--- config.mk ---
export PLATFORM = sky130hd
export DESIGN_NAME = lcd_tick_timer
export DESIGN_NICKNAME = d
export VERILOG_FILES = /design/src/rtl/lcd_tick_timer.sv
export SDC_FILE = /design/constraint.sdc
export NUM_CORES = 1
export LEC_CHECK = 0
export ABC_AREA = 1
export BUFFER_PORTS_ARGS = -buffer_cell sky130_fd_sc_hd__buf_2
export CORE_ASPECT_RATIO = 1.4
export CORE_UTILIZATION = 40
export DETAILED_ROUTE_END_ITERATION = 7
export GPL_ROUTABILITY_DRIVEN = 0
export PLACE_DENSITY = 0.57
export SKIP_CTS_REPAIR_TIMING = 1
export SYNTH_ARGS = -nofsm -noshare
export SYNTH_HDL_FRONTEND = slang
export SYNTH_SLANG_ARGS = --single-unit
--- constraint.sdc ---
create_clock -name clk -period 1.9 [get_ports clk]
set_input_delay 0.19 -clock clk [delete_from_list [all_inputs] [get_ports clk]]
set_output_delay 0.19 -clock clk [all_outputs]
set_load 0.01 [all_outputs]
--- src/rtl/lcd_tick_timer.sv ---
`default_nettype none
// ============================================================================
//  Module      : lcd_tick_timer
//  Description : Multi-channel programmable tick timebase for the LCD control
//                path. Each channel divides clk by (div+1), counts ticks up to
//                a limit, then saturates (one-shot) or wraps (free-running).
//                Optional feature macro: TICK_WRAP_MODE_EN (enables per-channel
//                wrap mode; when undefined every channel saturates and the
//                mode input is ignored).
//  Revision    : 1.0 - initial release
// ============================================================================
module lcd_tick_timer #(
   parameter int NCH   = 2,
   parameter int DIV_W = 20,
   parameter int CNT_W = 17
) (
   input  logic                   clk,
   input  logic                   rst_n,
   input  logic [NCH-1:0]         start,
   input  logic [NCH*DIV_W-1:0]   div_i,
   input  logic [NCH*CNT_W-1:0]   limit_i,
   input  logic [NCH-1:0]         mode,
   output logic [NCH*CNT_W-1:0]   ticks_o,
   output logic [NCH-1:0]         tick_o,
   output logic [NCH-1:0]         done_o
);

   typedef enum logic [1:0] {
      S_IDLE = 2'd0,
      S_RUN  = 2'd1,
      S_DONE = 2'd2
   } state_t;

`ifndef TICK_WRAP_MODE_EN
   // Without wrap support the mode input has no function at all.
   logic w_mode_unused;
   assign w_mode_unused = ^mode;
`endif

   for (genvar k = 0; k < NCH; k++) begin : g_ch
      state_t             r_state, w_state_nxt;
      logic [DIV_W-1:0]   r_div, w_div_nxt;
      logic [DIV_W-1:0]   r_sub, w_sub_nxt;
      logic [CNT_W-1:0]   r_limit, w_limit_nxt;
      logic [CNT_W-1:0]   r_cnt, w_cnt_nxt;
      logic [CNT_W-1:0]   w_cnt_inc;
      logic               r_tick, w_tick_nxt;
      logic               r_done, w_done_nxt;
      logic               w_wrap_in;   // mode requested at start time
      logic               w_wrap_lat;  // mode latched for the current run
      logic [DIV_W-1:0]   w_div_in;
      logic [CNT_W-1:0]   w_limit_in;

      assign w_div_in   = div_i[k*DIV_W +: DIV_W];
      assign w_limit_in = limit_i[k*CNT_W +: CNT_W];
      assign w_cnt_inc  = r_cnt + CNT_W'(1);

`ifdef TICK_WRAP_MODE_EN
      logic r_mode, w_mode_nxt;

      // Mode shadow: captured only when the channel leaves IDLE.
      always_comb begin
         w_mode_nxt = r_mode;
         if (r_state == S_IDLE && start[k])
            w_mode_nxt = mode[k];
      end

      // Mode shadow register.
      always_ff @(posedge clk or negedge rst_n) begin
         if (!rst_n)
            r_mode <= 1'b0;
         else
            r_mode <= w_mode_nxt;
      end

      assign w_wrap_in  = mode[k];
      assign w_wrap_lat = r_mode;
`else
      assign w_wrap_in  = 1'b0;
      assign w_wrap_lat = 1'b0;
`endif

      // Next-state and registered-output logic for one channel.
      always_comb begin
         w_state_nxt = r_state;
         w_div_nxt   = r_div;
         w_limit_nxt = r_limit;
         w_sub_nxt   = r_sub;
         w_cnt_nxt   = r_cnt;
         w_tick_nxt  = 1'b0;
         w_done_nxt  = 1'b0;

         case (r_state)
            S_IDLE: begin
               w_sub_nxt = '0;
               w_cnt_nxt = '0;
               if (start[k]) begin
                  w_div_nxt   = w_div_in;
                  w_limit_nxt = w_limit_in;
                  // A zero limit in saturate mode is complete before any tick.
                  if (!w_wrap_in && (w_limit_in == '0)) begin
                     w_state_nxt = S_DONE;
                     w_done_nxt  = 1'b1;
                  end else begin
                     w_state_nxt = S_RUN;
                  end
               end
            end

            S_RUN: begin
               if (r_sub == r_div) begin
                  w_sub_nxt  = '0;
                  w_tick_nxt = 1'b1;
                  if (w_wrap_lat) begin
                     if (r_cnt == r_limit) begin
                        w_cnt_nxt  = '0;
                        w_done_nxt = 1'b1;
                     end else begin
                        w_cnt_nxt = w_cnt_inc;
                     end
                  end else begin
                     w_cnt_nxt = w_cnt_inc;
                     if (w_cnt_inc == r_limit) begin
                        w_state_nxt = S_DONE;
                        w_done_nxt  = 1'b1;
                     end
                  end
               end else begin
                  w_sub_nxt = r_sub + DIV_W'(1);
               end
            end

            S_DONE: begin
               w_done_nxt = 1'b1;
            end

            default: begin
               w_state_nxt = S_IDLE;
               w_sub_nxt   = '0;
               w_cnt_nxt   = '0;
            end
         endcase

         // Dropping start clears the channel from any state.
         if (!start[k]) begin
            w_state_nxt = S_IDLE;
            w_sub_nxt   = '0;
            w_cnt_nxt   = '0;
            w_tick_nxt  = 1'b0;
            w_done_nxt  = 1'b0;
         end
      end

      // Channel state, counters, shadows and output registers.
      always_ff @(posedge clk or negedge rst_n) begin
         if (!rst_n) begin
            r_state <= S_IDLE;
            r_div   <= '0;
            r_limit <= '0;
            r_sub   <= '0;
            r_cnt   <= '0;
            r_tick  <= 1'b0;
            r_done  <= 1'b0;
         end else begin
            r_state <= w_state_nxt;
            r_div   <= w_div_nxt;
            r_limit <= w_limit_nxt;
            r_sub   <= w_sub_nxt;
            r_cnt   <= w_cnt_nxt;
            r_tick  <= w_tick_nxt;
            r_done  <= w_done_nxt;
         end
      end

      assign ticks_o[k*CNT_W +: CNT_W] = r_cnt;
      assign tick_o[k]                 = r_tick;
      assign done_o[k]                 = r_done;
   end

endmodule
`default_nettype wire

[Word-level counts from Yosys, hierarchy flattened]
Cells that the tools add are included.
Storage, ports and cells
  RAM bits: 0
  register bits: 156
  memory bits (read-only): 0
  memories kept: 0
  input bits: 80
  latch bits: 0
Operators by class
  divide/modulo/power cells: 0
  bitwise gates (word level): 0
  $mul: 0
  equality and inequality tests: 14
  shifts and indexed selects: 0
  mux-type cells: 38
  $lt $le $gt $ge: 0
  add/sub/neg operators: 4
  reductions and logical operators: 10
Operators by type and width (count)
  two-way mux 20 bit: 4
  one-hot mux 20 bit (2 select lines): 2
  two-way mux 17 bit: 4
  one-hot mux 17 bit (2 select lines): 2
  adder 20 x 1 -> 20 bit (second input constant): 2
  equality test 20 bit: 2
  adder 17 x 1 -> 17 bit (second input constant): 2
  equality test 17 bit: 2
  logical NOT 17 bit: 2
  two-way mux 2 bit: 8
  two-way mux 1 bit: 14
  inequality test 3 bit (second input constant): 4
  one-hot mux 2 bit (3 select lines): 2
  AND reduction 2 bit: 4
  one-hot mux 1 bit (3 select lines): 2
  AND reduction 3 bit: 2
  equality test 2 x 1 -> 1 bit (second input constant): 2
  equality test 2 bit (second input constant): 2
  logical NOT 2 bit: 2
  inequality test 2 bit (second input constant): 2

[Depth between registers and ports, before layout]
Gate-level depths: netlist of run 1.
  depth in word-level cells: 6
  gate-level depth with buffers: 17

[Worst setup path after synthesis of run 1]
OpenSTA, ideal clock, no wires.
  path kind: register -> register
  from: reg g_ch[0].r_cnt[0]
  to: reg g_ch[0].r_state[0]
  clock period less this slack: 1.825 ns
  slack: 0.075 ns
  setup time: 0.117 ns
  stages on the path, launching flop included: 16
  data required time: 1.783 ns
  arrival: 1.709 ns
  path through: dfrtp_1 > ha_1 > nand3_1 > nor2_1 > buf_4 > nand3_1 > nand3_1 > nand2_1 > nor2_1 > nand2_1 > nor2_1 > nand3_1 > nand2_1 > nand2_1 > nand2_1 > nand2_1
On the way
  word-level cells in the longest chain between the ends: 4
RTL lines
  start, declared: RTL line 45  | logic [CNT_W-1:0] r_cnt, w_cnt_nxt;
  start signal, assigned: RTL line 169  | r_cnt <= w_cnt_nxt;
  adder 17 x 1 -> 17 bit: RTL line 56  | assign w_cnt_inc = r_cnt + CNT_W'(1);
  equality test 17 bit: RTL line 123  | if (w_cnt_inc == r_limit) begin
  inequality test 3 bit (no line)
  AND reduction 3 bit (no line)
  end signal, assigned: RTL line 165  | r_state <= w_state_nxt;
  end, declared: RTL line 41  | state_t r_state, w_state_nxt;
No other way between the ends.
A chain may end at the register's enable or synchronous reset.

[Worst setup path in the final report of run 1]
  from: reg g_ch[0].r_sub[0]
  to: reg g_ch[0].r_sub[18]
On the way
  word-level cells in the longest chain between the ends: 4
RTL lines
  start, declared: RTL line 43  | logic [DIV_W-1:0] r_sub, w_sub_nxt;
  start signal, assigned: RTL line 168  | r_sub <= w_sub_nxt;
  adder 20 x 1 -> 20 bit or equality test 20 bit (tied branches): RTL line 129, 111
  two-way mux 20 bit *: RTL line 111  | if (r_sub == r_div) begin
  one-hot mux 20 bit (2 select lines) *: RTL line 93  | case (r_state)
  two-way mux 20 bit *: RTL line 145  | if (!start[k]) begin
Mark *: on every way between the ends. The rest lies on a longest branch, timed or not.

==> flow_metrics.py, run 1 <==
metrics = {
    "power": {
        "leakagePower_nw": 5.670,
        "switching_share_pct": 34.02,
        "internal_power_w": 0.007331,
        "p_total_w": 0.01111,
        "comb_power_share_pct": 29.2,
        "p_switching_w": 0.003781,
        "power_density_nw_per_um2": 932.6,
        "p_seq_share_pct": 40.7,
        "ir_drop_mv": 0.7070,
        "p_clk_share_pct": 30.1,
    },
    "critical_path": {
        "cp.required_ns": 2.22,
        "end_kind": "register",
        "crit_fanout": 6,
        "reg2reg_setup_slack_ns": -0.12,
        "critical_path_class": "reg -> reg",
        "startpoint_type": "register",
        "crit_arrival_ns": 2.34,
    },
    "global_route": {
        "overflow": 0,
        "grt_pass1_vias": 7513,
        "grt_max_degree": 61,
        "grtUsageTotal_pct": 20.80,
        "grt_pass1_wl_um": 36070,
        "antenna_found_initial": 0,
    },
    "hold_path": {
        "holdCritPathClass": "in -> reg",
    },
    "timing": {
        "fin_crit_ns": 2.018,
        "hold_viol_final": 3,
        "timing.setup.tns_ns": -2.085,
        "fin_ws_ns": -0.1185,
        "relSlewSlack_pct": 50.27,
        "whs_ns": -0.03007,
        "fin_crit_sh_pct": 106.2,
        "clock.fmax_ghz": 0.4954,
        "rsz0062_at_grt": "true",
        "setup_viol": 33,
        "clock_skew_ns": 0.009969,
        "worstMarginPinSlew_ns": 0.7452,
        "drv_slew": 0,
    },
    "routing": {
        "routed_via_density": 4.924,
        "vias": 8203,
        "drt_iter0_drc": 467,
        "drc": 0,
        "wl_per_cell_um": 14.24,
        "final_antenna_net_count": 0,
        "totalWireLength_um": 23720,
        "drtPass1Iterations": 4,
    },
    "die": {
        "die_w_um": 126.1,
        "core-area_um2": 21130,
        "start_util_pct": 40.81,
        "ios": 118,
        "die_h_um": 175.7,
        "num_rows": 63,
        "die-area_um2": 22150,
    },
    "status": {
        "violations": "hold timing, setup timing",
        "status": "complete, but fails checks",
    },
    "placed_design": {
        "place_ws_ns": -0.1249,
        "hpwlAfterDp_um": 16850,
        "io_buffer_count": 115,
        "place_inst": 1563,
    },
    "clock_network": {
        "cts.reportedPaths.clkPinSlew_ns": 0.07,
        "clk_latency_ns": 0.43,
        "cts-root-buf": "clkbuf_16",
        "numCtsBuffers": 17,
        "htree_levels": 4,
        "cts.sinks": 156,
        "cts_buffer_depth": 2,
        "cts_tree": "built",
    },
    "finish": {
        "layout.nets": 1477,
        "area_growth_pct": 38.20,
        "n_antenna_cell": 0,
        "drive_above_1_share_pct": 31.22,
        "fin_cells": 1666,
    },
    "synth": {
        "netlist_top_cells_area": "dfrtp_1, nand2_1, inv_1",
        "synth.distinct_cells": 46,
        "yosys.area.top_type": "dfrtp_1",
        "async_flop_share_pct": 100.0,
        "yosysMostFrequentCell": "nand2_1",
        "netlist_area_um2": 8622,
        "syn-instance-count": 1127,
        "ys_ff_latch": 156,
        "yosysTopAreaCellShare_pct": 45.28,
        "synth.avg_cell_area_um2": 7.650,
        "synth_edf_count": 0,
        "synth_warnings": 0,
        "synthFlopType": "dfrtp_1",
        "yosysSeqAreaShare_pct": 45.28,
        "syn-num-nets": 1211,
        "synth_common_cells": "nand2_1, dfrtp_1, inv_1",
    },
    "flow_run": {
        "cap_viol_max_count": 0,
    },
}
==> path summary, 6_finish.rpt <==
path,start,endpoint,cells after the start
max,g_ch[0].r_sub[0],g_ch[0].r_sub[18],11
min,div_i[1],g_ch[0].r_div[1],3
max reg2reg,g_ch[0].r_sub[0],g_ch[0].r_sub[18],11
min reg2reg,g_ch[0].r_div[5],g_ch[0].r_div[5],2
max in group asynchronous,rst_n,g_ch[0].r_tick,3
min in group asynchronous,rst_n,g_ch[1].r_cnt[7],2
==> power by group through the flow <==
stage / clock, W / sequential, W / combinational (W)
2_1_floorplan: 0 / 0.00445 / 0.00189
3_3_place_gp: 0 / 0.00456 / 0.00270
3_5_place_dp: 0 / 0.00457 / 0.00274
4_1_cts: 0.00343 / 0.00451 / 0.00275
5_1_grt: 0.00356 / 0.00461 / 0.00364
6_report: 0.00335 / 0.00452 / 0.00324
==> critical path, stage by stage, from the launching register on <==
cell	delay (ns)
dfrtp_1	0.45
buf_4	0.17
nor2_1	0.11
o2111ai_2	0.16
nor2_2	0.20
nand3_2	0.19
nand2_2	0.14
nand2_4	0.10
inv_8	0.11
buf_6	0.11
clkbuf_16	0.15
nor2_2	0.03
==> logic make-up after synthesis <==
kind of cell	after synthesis	share of synthesized area (%)
adders and majority gates	4	0.5805
muxes	16	2.090
DFF	156	45.28
xor gates and xnor gates	40	4.063
AOI/OAI and AO/OA	124	7.851
buffers and inverters	164	7.735
and+or+nand+nor	623	32.40
==> flip-flops by register name (all words and copies together), names as in the netlist <==
name / cells
g_ch.r_cnt: 34
g_ch.r_div: 40
g_ch.r_done: 2
g_ch.r_limit: 34
g_ch.r_state: 4
g_ch.r_sub: 40
g_ch.r_tick: 2
==> metrics by stage <==
step | cell area (um^2) | util [%]
global placement | 10120 | 47.92
CTS | 10690 | 50.59
global route | 11920 | 56.40
finish | 11920 | 56.40
floorplan | 8622 | -
detailed placement | 10120 | 47.92
==> per-layer routing <==
layer  wire length (um)  global-route usage (%)
met2              12970                   39.27
met1               9539                   23.10
met3                719                   3.747
met4                495                   7.329
met5                  0                       0
==> layout make-up <==
cell class / instances / area, um^2
Fill cell: 1976 / 9210
Multi-Input combinational cell: 807 / 4559
Sequential cell: 156 / 3909
Timing Repair Buffer: 273 / 2026
Inverter: 138 / 531.8
Clock buffer: 18 / 429.2
Tap cell: 260 / 325.3
Clock inverter: 14 / 135.1
==> layout by cell type (no fill, tap or decap), drive strengths merged, types with 2 or more instances in the layout <==
cell and count:
nand2 339, nor2 120, nor3b 3, clkbuf 19, nand4 24, and2 3, a21oi 33, ha 4
xnor2 19, nor4 9, o22ai 13, o21a 3, nor3 25, o21bai 2, dfrtp 156, nand3 84
inv 143, or2 7, xor2 21, dlygate4sd3 37, clkinv 4, clkinvlp 4, buf 235, nand3b 8
o21ai 70, mux2 16
(Power assumes the default switching activity.)
==> run 2: changes to the inputs <==
==> constraint.sdc (replaced) <==
create_clock -name clk -period 1.9 [get_ports clk]
set_input_delay 0.19 -clock clk [delete_from_list [all_inputs] [get_ports clk]]
set_output_delay 0.19 -clock clk [all_outputs]
set_load 0.02 [all_outputs]
==> flow_metrics.py, run 2 (synthesis gave the netlist of run 1 again) <==
metrics = {
    "power": {
        "leakagePower_nw": 5.636,
        "p_total_w": 0.01124,
        "power_density_nw_per_um2": 956.4,
        "ir_drop_mv": 0.6225,
    },
    "die": {
        "core-area_um2": 21130,
        "ios": 118,
        "start_util_pct": 40.81,
        "die_w_um": 126.1,
        "num_rows": 63,
        "die-area_um2": 22150,
        "die_h_um": 175.7,
    },
    "timing": {
        "clock_skew_ns": 0.01031,
        "worstMarginPinSlew_ns": 0.8073,
        "fin_ws_ns": -0.1073,
        "fin_crit_ns": 2.007,
        "hold_viol_final": 7,
        "relSlewSlack_pct": 46.12,
        "setup_viol": 15,
        "rsz0062_at_grt": "true",
        "fin_crit_sh_pct": 105.6,
        "whs_ns": -0.02806,
        "clock.fmax_ghz": 0.4982,
        "drv_slew": 0,
    },
    "global_route": {
        "overflow": 0,
        "grtUsageTotal_pct": 21.25,
        "grt_pass1_vias": 7636,
        "grt_max_degree": 59,
        "antenna_found_initial": 0,
        "grt_pass1_wl_um": 36630,
    },
    "critical_path": {
        "critical_path_class": "reg -> reg",
        "crit_path_start": "g_ch[0].r_sub[0]",
        "end_kind": "register",
        "r2r-start": "g_ch[0].r_sub[0]",
        "r2r_cells": 12,
        "rr_endpoint": "g_ch[0].r_cnt[14]",
        "crit_fanout": 4,
        "reg2reg_setup_slack_ns": -0.11,
        "crit_arrival_ns": 2.37,
        "startpoint_type": "register",
        "cp.required_ns": 2.26,
        "cp-endpoint": "g_ch[0].r_cnt[14]",
    },
    "hold_path": {
        "holdCritPathClass": "in -> reg",
    },
    "finish": {
        "layout.nets": 1470,
        "n_antenna_cell": 0,
        "final_cell_mix": "nand2_1, dfrtp_1, inv_1",
        "area_growth_pct": 36.35,
        "reg.largest.list": "g_ch.r_div: 40 flops, g_ch.r_sub: 40 flops",
        "final_common_cell": "nand2_1",
        "drive_above_1_share_pct": 28.52,
        "fin_util_pct": 55.65,
        "fin_cells": 1659,
        "final_area_um2": 11760,
    },
    "routing": {
        "wl_per_cell_um": 14.11,
        "drtPass1Iterations": 4,
        "vias": 8102,
        "drt_iter0_drc": 308,
        "drc": 0,
        "final_antenna_net_count": 0,
        "routed_via_density": 4.884,
        "totalWireLength_um": 23410,
    },
    "placed_design": {
        "dpl_cell_area_um2": 10120,
        "io_buffer_count": 115,
        "place_inst": 1564,
        "hpwlAfterDp_um": 16840,
    },
    "status": {
        "status": "complete, but fails checks",
        "violations": "hold timing, setup timing",
    },
    "clock_network": {
        "cts-root-buf": "clkbuf_16",
        "htree_levels": 4,
        "numCtsBuffers": 17,
        "cts_buffer_depth": 2,
        "clk_latency_ns": 0.44,
        "cts_tree": "built",
        "cts.reportedPaths.clkPinSlew_ns": 0.07,
        "cts.sinks": 156,
    },
    "flow_run": {
        "cap_viol_max_count": 0,
    },
}
[run 2: cell count changes in the layout (fill, tap and decap cells not counted), moves of 4 or more]
| cell | before | now |
|---|---|---|
| o22ai_2 | 10 | 2 |
| buf_6 | 17 | 11 |
| nand2_1 | 307 | 320 |
| o21ai_1 | 12 | 16 |
| nand3_1 | 67 | 71 |
| nor3_1 | 17 | 12 |
| nand2_2 | 24 | 13 |
| o22ai_1 | 3 | 11 |
| o21ai_2 | 13 | 3 |
| o21ai_0 | 45 | 51 |
[run 2: power breakdown]
| part | switching [W] | leakage (nW) | internal, W |
|---|---|---|---|
| clock | 0.00152 | 0.287 | 0.00209 |
| sequential | 0.000471 | 2.02 | 0.00404 |
| combinational | 0.00176 | 3.33 | 0.00136 |
| total | 0.00375 | 5.64 | 0.00749 |
[run 2: routing by layer]
layer	global-route usage [%]	vias up	wire, um
met5	0	-	0
met4	7.229	0	395
met3	4.143	24	623
met2	41.05	126	13010
met1	22.71	3804	9386
li1	-	4148	-
[run 2: worst min-delay path by stage]
stage / from / end / slack (ns) / cells after the start
final: div_i[1] / g_ch[0].r_div[1] / -0.03 / 3
after detailed placement: rst_n / g_ch[1].r_limit[5] / 0.1 / 1
after global routing: limit_i[4] / g_ch[0].r_limit[4] / 0.0002 / 3
after CTS: rst_n / g_ch[1].r_limit[1] / -0.37 / 1
after floorplan: rst_n / g_ch[0].r_cnt[0] / -0.11 / 0
after global placement: rst_n / g_ch[1].r_limit[5] / 0.1 / 1
[run 2: metrics by stage]
step	setup WS [ns]	TNS (ns)
after floorplan	0.01317	0
after global placement	-0.07318	-0.6460
after detailed placement	-0.09905	-1.415
after CTS	-0.1006	-2.004
after global routing	-0.1922	-3.989
final	-0.1073	-0.7809
[run 2: worst max-delay path: stages (launching register included)]
cell,delay (ns)
dfrtp_1,0.40
buf_4,0.15
buf_4,0.13
nor2_2,0.08
o2111ai_2,0.19
nor2_4,0.19
nand3_4,0.13
buf_4,0.17
buf_6,0.11
nor2_4,0.13
buf_6,0.13
nand3_1,0.06
o21ai_1,0.07
[run 2: final cells by class]
cell class / instances / area (um^2)
clock buffer: 17 / 425.4
clock inverter: 15 / 190.2
fill: 2014 / 9369
inverter: 138 / 531.8
multi-input combinational: 807 / 4444
sequential: 156 / 3913
tap: 260 / 325.3
timing repair buffer: 265 / 1921
timing repair inverter: 1 / 6.256
==> run 3: changes to the inputs <==
Settings changed: CORE_UTILIZATION 40 to 44, CTS_BUF_LIST set to sky130_fd_sc_hd__clkbuf_4 sky130_fd_sc_hd__clkbuf_8 sky130_fd_sc_hd__clkbuf_16, PLACE_DENSITY 0.57 to 0.62.
==> flow_metrics.py, run 3 (synthesis gave the netlist of run 1 again) <==
metrics = {
    "hold_path": {
        "holdCritPathClass": "in -> reg",
    },
    "power": {
        "ir_drop_mv": 0.6903,
        "p_total_w": 0.01122,
        "power_density_nw_per_um2": 951.9,
        "leakagePower_nw": 5.637,
    },
    "critical_path": {
        "slowest_stage": "dfrtp_1",
        "critical_path.cell_chain": "xor2_1 > a21oi_1 > nand2_1 > nor3_2 > nand3_2 > a21oi_4 > buf_6 > clkbuf_16 > o22ai_1",
        "r2r_cells": 9,
        "slowest_delay_ns": 0.39,
        "reg2reg_setup_slack_ns": -0.1,
        "r2r-start": "g_ch[1].r_sub[12]",
        "cp.required_ns": 2.21,
        "startpoint_type": "register",
        "rr_endpoint": "g_ch[1].r_cnt[16]",
        "critical_path_class": "reg -> reg",
        "end_kind": "register",
        "crit_arrival_ns": 2.31,
        "cp-endpoint": "g_ch[1].r_cnt[16]",
        "crit_fanout": 7,
        "crit_path_start": "g_ch[1].r_sub[12]",
    },
    "die": {
        "start_util_pct": 44.86,
        "die_w_um": 120.3,
        "die_h_um": 167.6,
        "ios": 118,
        "core-area_um2": 19220,
        "die-area_um2": 20170,
        "num_rows": 60,
    },
    "status": {
        "status": "complete, but fails checks",
        "violations": "hold timing, setup timing",
    },
    "placed_design": {
        "hpwlAfterDp_um": 16390,
        "dpl_cell_area_um2": 9968,
        "io_buffer_count": 115,
    },
    "finish": {
        "multi_input_area_um2": 4547,
        "n_fill_cell": 1730,
        "final_area_um2": 11780,
        "final_common_cell": "nand2_1",
        "reg.largest.list": "g_ch.r_div: 40 flops, g_ch.r_sub: 40 flops",
        "layout.nets": 1460,
        "n_antenna_cell": 0,
        "final-seq-area_um2": 3913,
        "fin_util_pct": 61.31,
        "area_growth_pct": 36.66,
        "drive_above_1_share_pct": 30.89,
        "final_cell_mix": "nand2_1, dfrtp_1, inv_1",
    },
    "clock_network": {
        "htree_levels": 4,
        "cts_buffer_depth": 2,
        "cts.reportedPaths.clkPinSlew_ns": 0.07,
        "cts_tree": "built",
        "cts.sinks": 156,
        "numCtsBuffers": 17,
        "cts-root-buf": "clkbuf_16",
        "clk_latency_ns": 0.43,
    },
    "timing": {
        "drv_slew": 0,
        "worstMarginPinSlew_ns": 0.7950,
        "fin_crit_ns": 1.998,
        "clock_skew_ns": 0.009821,
        "timing.setup.tns_ns": -2.254,
        "setup_viol": 50,
        "relSlewSlack_pct": 46.94,
        "fin_ws_ns": -0.09792,
        "hold_viol_final": 5,
        "clock.fmax_ghz": 0.5005,
        "rsz0062_at_grt": "true",
        "fin_crit_sh_pct": 105.2,
        "whs_ns": -0.02797,
    },
    "routing": {
        "drtPass1Iterations": 5,
        "final_antenna_net_count": 0,
        "drc": 0,
        "routed_via_density": 5.009,
        "totalWireLength_um": 23240,
        "vias": 8199,
        "drt_iter0_drc": 324,
        "wl_per_cell_um": 14.20,
    },
    "global_route": {
        "grt_pass1_vias": 7746,
        "grt_max_degree": 53,
        "overflow": 0,
        "antenna_found_initial": 0,
        "grt_pass1_wl_um": 36180,
        "grtUsageTotal_pct": 22.68,
    },
    "flow_run": {
        "cap_viol_max_count": 0,
    },
}
==> run 3: cell count changes in the layout (fill, tap and decap cells not counted), moves of 4 or more <==
cell     previous run  this run
buf_8               0         4
o22ai_2             2        10
nand3_2             6        12
inv_1             127       122
o21ai_2             3        16
buf_6              11        19
nand2_2            13        25
buf_4              94        75
o22ai_1            11         3
o21ai_1            16        11
o21ai_0            51        43
nor3_2              9         5
nand2_1           320       306
==> run 3: worst min path at each step <==
| stage | start | endpoint | slack, ns | cells after the start |
|---|---|---|---|---|
| detailed placement | rst_n | g_ch[1].r_cnt[15] | 0.16 | 1 |
| global placement | rst_n | g_ch[1].r_cnt[15] | 0.16 | 1 |
| floorplan | rst_n | g_ch[0].r_cnt[0] | -0.11 | 0 |
| finish | div_i[1] | g_ch[0].r_div[1] | -0.03 | 3 |
| CTS | rst_n | g_ch[1].r_cnt[15] | -0.31 | 1 |
| global route | div_i[1] | g_ch[0].r_div[1] | -0.01 | 3 |
==> run 3: cell type report <==
cell class | count | share of cell area (%)
clock buffer | 18 | 3.727
clock inverter | 14 | 1.327
inverter | 138 | 4.524
multi-input combinational | 807 | 38.59
sequential | 156 | 33.21
tap | 248 | 2.634
timing repair buffer | 255 | 15.94
timing repair inverter | 1 | 0.05310
==> run 3: routing by layer <==
layer  vias up  track usage [%]  routed length, um
li1       4131                -                  -
met1      3846            26.07               9400
met2       172            40.85              12520
met3        50            4.087                704
met4         0            9.554                621
met5         -                0                  0
==> run 3: stage by stage <==
stage | cells | setup slack [ns] | hold slack [ns]
2_1_floorplan | 1127 | 0.01317 | -0.1056
3_3_place_gp | 1539 | -0.008914 | 0.1568
3_5_place_dp | 1539 | -0.07032 | 0.1571
4_1_cts | 1571 | -0.09593 | -0.3056
5_1_grt | 1637 | -0.2418 | -0.01405
6_report | 1637 | -0.09792 | -0.02797
==> run 3: critical path: cells and delay by family (launching register included) <==
family / cells / cell delay (ns)
AND/OR/NAND/NOR: 3 / 0.52
AO/OA/AOI/OAI: 3 / 0.49
flip-flops: 1 / 0.39
buffers and inverters: 2 / 0.30
XOR/XNOR: 1 / 0.18
==> run 3: where the power goes <==
group	internal [W]	leakage [nW]	switching, W
logic	0.00137	3.33	0.00182
registers	0.00403	2.02	0.000494
clock network	0.00200	0.291	0.00151
total	0.00740	5.64	0.00382
